===== config.mk =====
export PLATFORM = sky130hd
export DESIGN_NAME = alu_sequencer
export DESIGN_NICKNAME = d
export VERILOG_FILES = /design/src/rtl/alu_sequencer.sv
export SDC_FILE = /design/constraint.sdc
export NUM_CORES = 1
export LEC_CHECK = 0
export BUFFER_PORTS_ARGS = -buffer_cell sky130_fd_sc_hd__buf_2
export CAP_MARGIN = 20
export CORE_ASPECT_RATIO = 0.8
export CORE_MARGIN = 2
export CORE_UTILIZATION = 52
export CTS_BUF_LIST = sky130_fd_sc_hd__clkbuf_2 sky130_fd_sc_hd__clkbuf_4 sky130_fd_sc_hd__clkbuf_8
export DETAILED_ROUTE_END_ITERATION = 12
export PLACE_DENSITY_LB_ADDON = 0.05
export SYNTH_ARGS = -nofsm -noshare
export SYNTH_HDL_FRONTEND = slang
export SYNTH_SLANG_ARGS = --single-unit

===== constraint.sdc =====
create_clock -name i_clock -period 1.7 [get_ports i_clock]
set_input_delay 0.085 -clock i_clock [delete_from_list [all_inputs] [get_ports i_clock]]
set_output_delay 0.085 -clock i_clock [all_outputs]
set_load 0.02 [all_outputs]

===== src/rtl/alu_sequencer.sv =====
// Single-button sequencer: loads ALU operand A, opcode and operand B, then latches the result onto the LEDs.
// Optional switch debounce on the advance button is enabled by defining ALU_SEQ_DEBOUNCE_EN.
module alu_sequencer #(
    parameter int CANT_SWITCHES   = 4,
    parameter int CANT_LEDS       = 4,
    parameter int CANT_BOTONES    = 4,
    parameter int DEBOUNCE_CYCLES = 16
) (
    input  logic                     i_clock,
    input  logic                     i_reset,
    input  logic [CANT_SWITCHES-1:0] i_switch,
    input  logic                     i_next,
    input  logic [CANT_LEDS-1:0]     i_alu_result,
    output logic [CANT_SWITCHES-1:0] o_alu_data,
    output logic [CANT_BOTONES-1:0]  o_alu_enable,
    output logic [CANT_LEDS-1:0]     o_leds,
    output logic                     o_error,
    output logic                     o_done
);

    typedef enum logic [2:0] {
        LOAD_A,
        LOAD_OP,
        LOAD_B,
        WAIT_RES,
        SHOW
    } state_t;

    localparam logic [CANT_BOTONES-1:0] EN_A  = CANT_BOTONES'(1);
    localparam logic [CANT_BOTONES-1:0] EN_OP = CANT_BOTONES'(2);
    localparam logic [CANT_BOTONES-1:0] EN_B  = CANT_BOTONES'(4);

    if (DEBOUNCE_CYCLES < 1) begin : g_cfg_check
        $error("DEBOUNCE_CYCLES must be at least 1");
    end

    state_t     state;
    logic [1:0] sync_q;
    logic       stable_q;
    logic       stable_d;
    logic       press;
    logic       op_valid;

    always_ff @(posedge i_clock or negedge i_reset) begin
        if (!i_reset) begin
            sync_q   <= '0;
            stable_d <= 1'b0;
        end else begin
            sync_q   <= {sync_q[0], i_next};
            stable_d <= stable_q;
        end
    end

`ifdef ALU_SEQ_DEBOUNCE_EN
    localparam int CNT_W = $clog2(DEBOUNCE_CYCLES + 1);
    logic [CNT_W-1:0] db_cnt;

    always_ff @(posedge i_clock or negedge i_reset) begin
        if (!i_reset) begin
            db_cnt   <= '0;
            stable_q <= 1'b0;
        end else if (sync_q[1] == stable_q) begin
            db_cnt <= '0;
        end else if (db_cnt == CNT_W'(DEBOUNCE_CYCLES - 1)) begin
            stable_q <= sync_q[1];
            db_cnt   <= '0;
        end else begin
            db_cnt <= db_cnt + 1'b1;
        end
    end
`else
    assign stable_q = sync_q[1];
`endif

    assign press = stable_q & ~stable_d;

    always_comb begin
        op_valid = 1'b0;
        case (i_switch[3:0])
            4'b1000, 4'b1010, 4'b1100, 4'b1101,
            4'b1110, 4'b0011, 4'b0010, 4'b1111: op_valid = 1'b1;
            default:                            op_valid = 1'b0;
        endcase
        if ((i_switch >> 4) != '0) op_valid = 1'b0;
    end

    always_ff @(posedge i_clock or negedge i_reset) begin
        if (!i_reset) begin
            state        <= LOAD_A;
            o_alu_data   <= '0;
            o_alu_enable <= '0;
            o_leds       <= '0;
            o_error      <= 1'b0;
            o_done       <= 1'b0;
        end else begin
            o_alu_enable <= '0;
            o_done       <= 1'b0;
            case (state)
                LOAD_A: if (press) begin
                    o_alu_data   <= i_switch;
                    o_alu_enable <= EN_A;
                    state        <= LOAD_OP;
                end
                LOAD_OP: if (press) begin
                    if (op_valid) begin
                        o_alu_data   <= i_switch;
                        o_alu_enable <= EN_OP;
                        o_error      <= 1'b0;
                        state        <= LOAD_B;
                    end else begin
                        o_error <= 1'b1;
                    end
                end
                LOAD_B: if (press) begin
                    o_alu_data   <= i_switch;
                    o_alu_enable <= EN_B;
                    state        <= WAIT_RES;
                end
                // B pulse cycle is spent here too: the ALU registers B at its end,
                // so the result is captured one cycle later.
                WAIT_RES: if (!o_alu_enable[2]) begin
                    o_leds <= i_alu_result;
                    o_done <= 1'b1;
                    state  <= SHOW;
                end
                SHOW: if (press) state <= LOAD_A;
                default: state <= LOAD_A;
            endcase
        end
    end

endmodule


==> Word-level counts from Yosys, hierarchy flattened <==
Memory sizes are Yosys's and may differ from the RTL's.
Index checks and enable logic that the tools add are counted.
{ "totals": {"word_cells": 49, "memories": 1, "reg_bits": 20, "mem_bits_ro": 16, "output_inout_bits": 14} }
{ "mem_list": {"columns": ["name", "words", "width", "read_ports", "rd_ports_with_merged_regs", "wr", "line_no", "rtl"], "rows": [
  ["(name not given)", 16, 1, 1, 0, 0, "79", "case (i_switch[3:0])"]
]} }
{ "op_classes": {"eq_ne": 11, "n_mux": 19, "reduce_logical": 7, "bitwise": 3} }
{ "op_table": {"columns": ["op", "n"], "rows": [
  ["2-to-1 mux 3 bit", 7],
  ["case mux 3 bit (5 select lines)", 1],
  ["2-to-1 mux 4 bit", 3],
  ["inequality test 2 bit, second input constant", 6],
  ["case mux 3 bit (3 select lines)", 1],
  ["case mux 4 bit (2 select lines)", 1],
  ["equality test 3 x 2 -> 1 bit, second input constant", 2],
  ["AND reduction 6 bit", 1],
  ["2-to-1 mux 1 bit", 4],
  ["2-to-1 mux 2 bit", 2],
  ["AND reduction 2 bit", 2],
  ["AND reduction 4 bit", 1],
  ["equality test 3 x 1 -> 1 bit, second input constant", 1],
  ["equality test 3 bit, second input constant", 1],
  ["logical NOT 3 bit", 1],
  ["inequality test 2 x 1 -> 1 bit, second input constant", 1],
  ["inverter 1 bit", 2],
  ["nonzero test 2 bit", 1],
  ["OR reduction 2 bit", 1],
  ["bitwise AND 1 bit", 1]
]} }

==> Depth between registers and ports, before layout <==
{ "logic_depth": {"word_depth": 4, "depth_mapped": 4, "mapped_depth_nobuf": 3} }

==> Least setup slack after synthesis <==
No wires, ideal clock.
{ "synth_timing": {"path_kind": "register to register", "from": "register state[0]", "to": "register o_alu_data[0]", "stages_incl_launch_ff": 5, "t_required_ps": 1566, "t_arrival_ps": 1170, "path_buffers": 1, "slack_ps": 396, "synth_period_minus_slack_ps": 1304, "cell_sequence": "dfrtp_1 buf_2 or4b_4 nand2_1 o211ai_1"} }
{ "synth_via": {"elab_chain_len": 4, "elab_cells_between_ends": 10} }
{ "synth_rtl": {"columns": ["item", "line_no", "rtl"], "rows": [
  ["start: declaration", "37", "state_t state;"],
  ["start signal: assignment", "89", "state <= LOAD_A;"],
  ["start signal: assignment", "102", "state <= LOAD_OP;"],
  ["start signal: assignment", "109", "state <= LOAD_B;"],
  ["equality test 3 x 2 -> 1 bit or logical NOT 3 bit (tied branches)", "98", "case (state)"],
  ["OR reduction 2 bit (no line)", null, null],
  ["inequality test 2 x 1 -> 1 bit (no line) or nonzero test 2 bit (tied branches)", null, null],
  ["AND reduction 4 bit (no line)", null, null],
  ["end signal: assignment", "100", "o_alu_data <= i_switch;"],
  ["end signal: assignment", "106", "o_alu_data <= i_switch;"],
  ["end signal: assignment", "115", "o_alu_data <= i_switch;"],
  ["end: declaration", "14", "output logic [CANT_SWITCHES-1:0] o_alu_data,"]
]} }
Parallel ways exist; a longest one is shown, timed or not.
A chain may end at the register's enable or synchronous reset.

==> Worst setup path after layout <==
{ "layout_timing": {"from": "register state[1]", "to": "register o_leds[0]"} }
{ "layout_via": {"elab_chain_len": 2} }
{ "layout_rtl": {"columns": ["item", "line_no", "rtl"], "rows": [
  ["equality test 3 x 2 -> 1 bit", "98", null],
  ["AND reduction 2 bit (no line)", null, null],
  ["end signal: assignment", "122", "o_leds <= i_alu_result;"],
  ["end: declaration", "16", "output logic [CANT_LEDS-1:0] o_leds,"]
]} }
Every way passes these cells.

==> results.md <==
* First-pass iteration count of the detailed router at 4
* CORE AREA at 1580 sq um
* Area of the die at 1970 sq um
* Switch share at 0.379
* GP Congestion at 0.790
* Hold WS at 33.1 ps
* All-Layer GR Usage at 0.170
* Die width at 49.2 microns
* First-pass GRT wire length at 2300 microns
* FP Rows at 13
* Number of H-tree levels at 1
* RSZ-0062 raised after global routing: false
* Clock Latency Late Sink at 290 ps
* Clock network fraction of total power at 0.138
* Syn_nets at 81
* Commonest non-fill, non-tap cells in the layout: buf_2 (23), dfrtp_1 (19), nand2_1 (8)
* Normalized max-slew margin at 0.657
* Tcrit/Tclk final at 0.875
* Clk buf depth at 2
* Arr. time, crit path at 1670 ps
* Cell-internal power at 971 uW
* F_max at 672 MHz
* Diode count at 0
* Largest net degree at the start of global routing at 20
* Final WL at 1590 microns
* Pleak at 0.000506 uW
* Ys async rst share at 1.00
* Initial antenna violation count at 0
* Clock Skews at 7.44 ps
* Fraction of layout cells with a size suffix above 1 at 0.357
* Area Overhead vs Synth at 23.0%
* Final Hold Fails at 0
* Mapped Area at 848 sq um
* Pwr dens at 1500 nW/um^2
* Netlist cell types at 27
* Syn Inst Count at 70
* Worst min-delay path category: in -> reg
* Sequential Power Share at 0.465
* Minimum clock period at 1490 ps
* Total chip power at 1560 uW
* Clock root cell: clkbuf_4
* Clock Sinks at 19
* Port bufs at 23
* Resized cells post-CTS at 0
* CP Capture Type: flip-flop
* Synthesized area per cell at 12.1 sq um
* Crit Path Category: reg -> reg
* Avg WL per Cell at 13.2 microns
* Commonest non-fill, non-tap cell in the layout: buf_2
* Sw Pwr at 593 uW
* DRC viols at 0
* Vias at 610
* Critical path fanouts, max at 6
* # hold bufs at CTS at 3
* DRT iter0 DRCs at 11
* Least-Margin Pin Slew at 513 ps
* VDD IR max at 0.703 mV
* CTS Buf Count at 3
* Comb pwr share at 0.397
* Setup crit start kind: flip-flop
* Clk slew on worst S/H paths at 100 ps
* Gr ovfl total at 0
* Io pins at 25
* Worst EP required at 1880 ps
* Top FF cell, synth: dfrtp_1
* Yosys warnings at 0
* Post-DRT Antenna Nets at 0
* Max cap viols at 0
* Slew Limit Fails at 0
* CTS tree: done
* Final setup fails at 0
* Die height at 40.1 microns
* Register area share after synthesis at 0.560
* EDFF count, synth at 0
* #FFs+latches synth at 19
* Final nets at 110
* Initial core utilization at 0.538
* Post-CTS Setup Bufs at 0
* Status: completed
* Detailed placer's ending HPWL at 1150 microns
* Setup TNS at 0 ps
* DR vias/cell at 5.08
* Number of global-route vias before repair at 528
[sequential cells by signal (all words and copies together), names as in the netlist]
register / cells
o_done: 1
o_alu_enable: 3
o_error: 1
sync_q: 2
state: 3
o_leds: 4
o_alu_data: 4
stable_d: 1
[metrics by stage]
step                       util  instances  setup slack, ps  area (sq um)
after detailed placement  0.612        111              242           966
final                     0.661        120              212          1040
after global placement    0.612        111              305           966
after CTS                 0.649        118              216          1020
after global routing      0.661        120              134          1040
after floorplan               -         70              396           848
[metal layers]
metal | share of wire | track usage | up-vias
met5 | 0 | 0 | -
li1 | - | - | 304
met4 | 0.0050 | 0.0643 | 0
met1 | 0.47 | 0.208 | 288
met2 | 0.48 | 0.270 | 16
met3 | 0.044 | 0.0784 | 2
[cells in the mapped netlist, types with 2 or more instances]
| cell | n | area share |
|---|---|---|
| buf_2 | 2 | 0.012 |
| and3_1 | 2 | 0.015 |
| nor2_1 | 3 | 0.013 |
| dfrtp_1 | 19 | 0.56 |
| o21ai_0 | 2 | 0.012 |
| o211ai_1 | 4 | 0.035 |
| nand2_1 | 8 | 0.035 |
| buf_4 | 2 | 0.018 |
| mux2_4 | 4 | 0.071 |
| o2111ai_1 | 3 | 0.031 |
| nand4_1 | 2 | 0.015 |
| nor2b_1 | 4 | 0.029 |
[logic make-up after synthesis]
kind of cell | share of synthesized area
mux | 0.0959
other cells | 0.00442
compound gates | 0.108
buf+inv | 0.0383
simple gates | 0.193
flops | 0.560
[power by group through the flow]
stage,sequential [uW],clock [uW],combinational [uW]
2_1_floorplan,850,0,316
3_5_place_dp,734,0,619
3_3_place_gp,728,0,610
6_report,728,217,620
5_1_grt,749,255,673
4_1_cts,729,232,623
[layout make-up]
cell class,count,area [sq um]
clock inverters,1,5.00
flip-flops and latches,19,475
fillers,134,534
repair buffers,28,165
clock buffers,3,22.5
inverters,2,7.51
well taps,22,27.5
multi-input cells,45,340
[worst paths after layout]
check / start / endpoint / slack (ps) / cells after the start
setup / recovery: state[1] / o_leds[0] / 210 / 3
setup reg to reg: state[1] / o_leds[0] / 210 / 3
max in group asynchronous: i_reset / o_leds[0] / 1160 / 2
hold / removal: i_alu_result[0] / o_leds[0] / 30 / 2
hold reg to reg: sync_q[0] / sync_q[1] / 370 / 0
min in group asynchronous: i_reset / o_alu_data[3] / 240 / 2
[worst max-delay path: stages (launching register included)]
cell and delay (ps):
dfrtp_1 470, nor2b_1 190, and3_1 380, mux2_4 340
(Power assumes the default switching activity.)
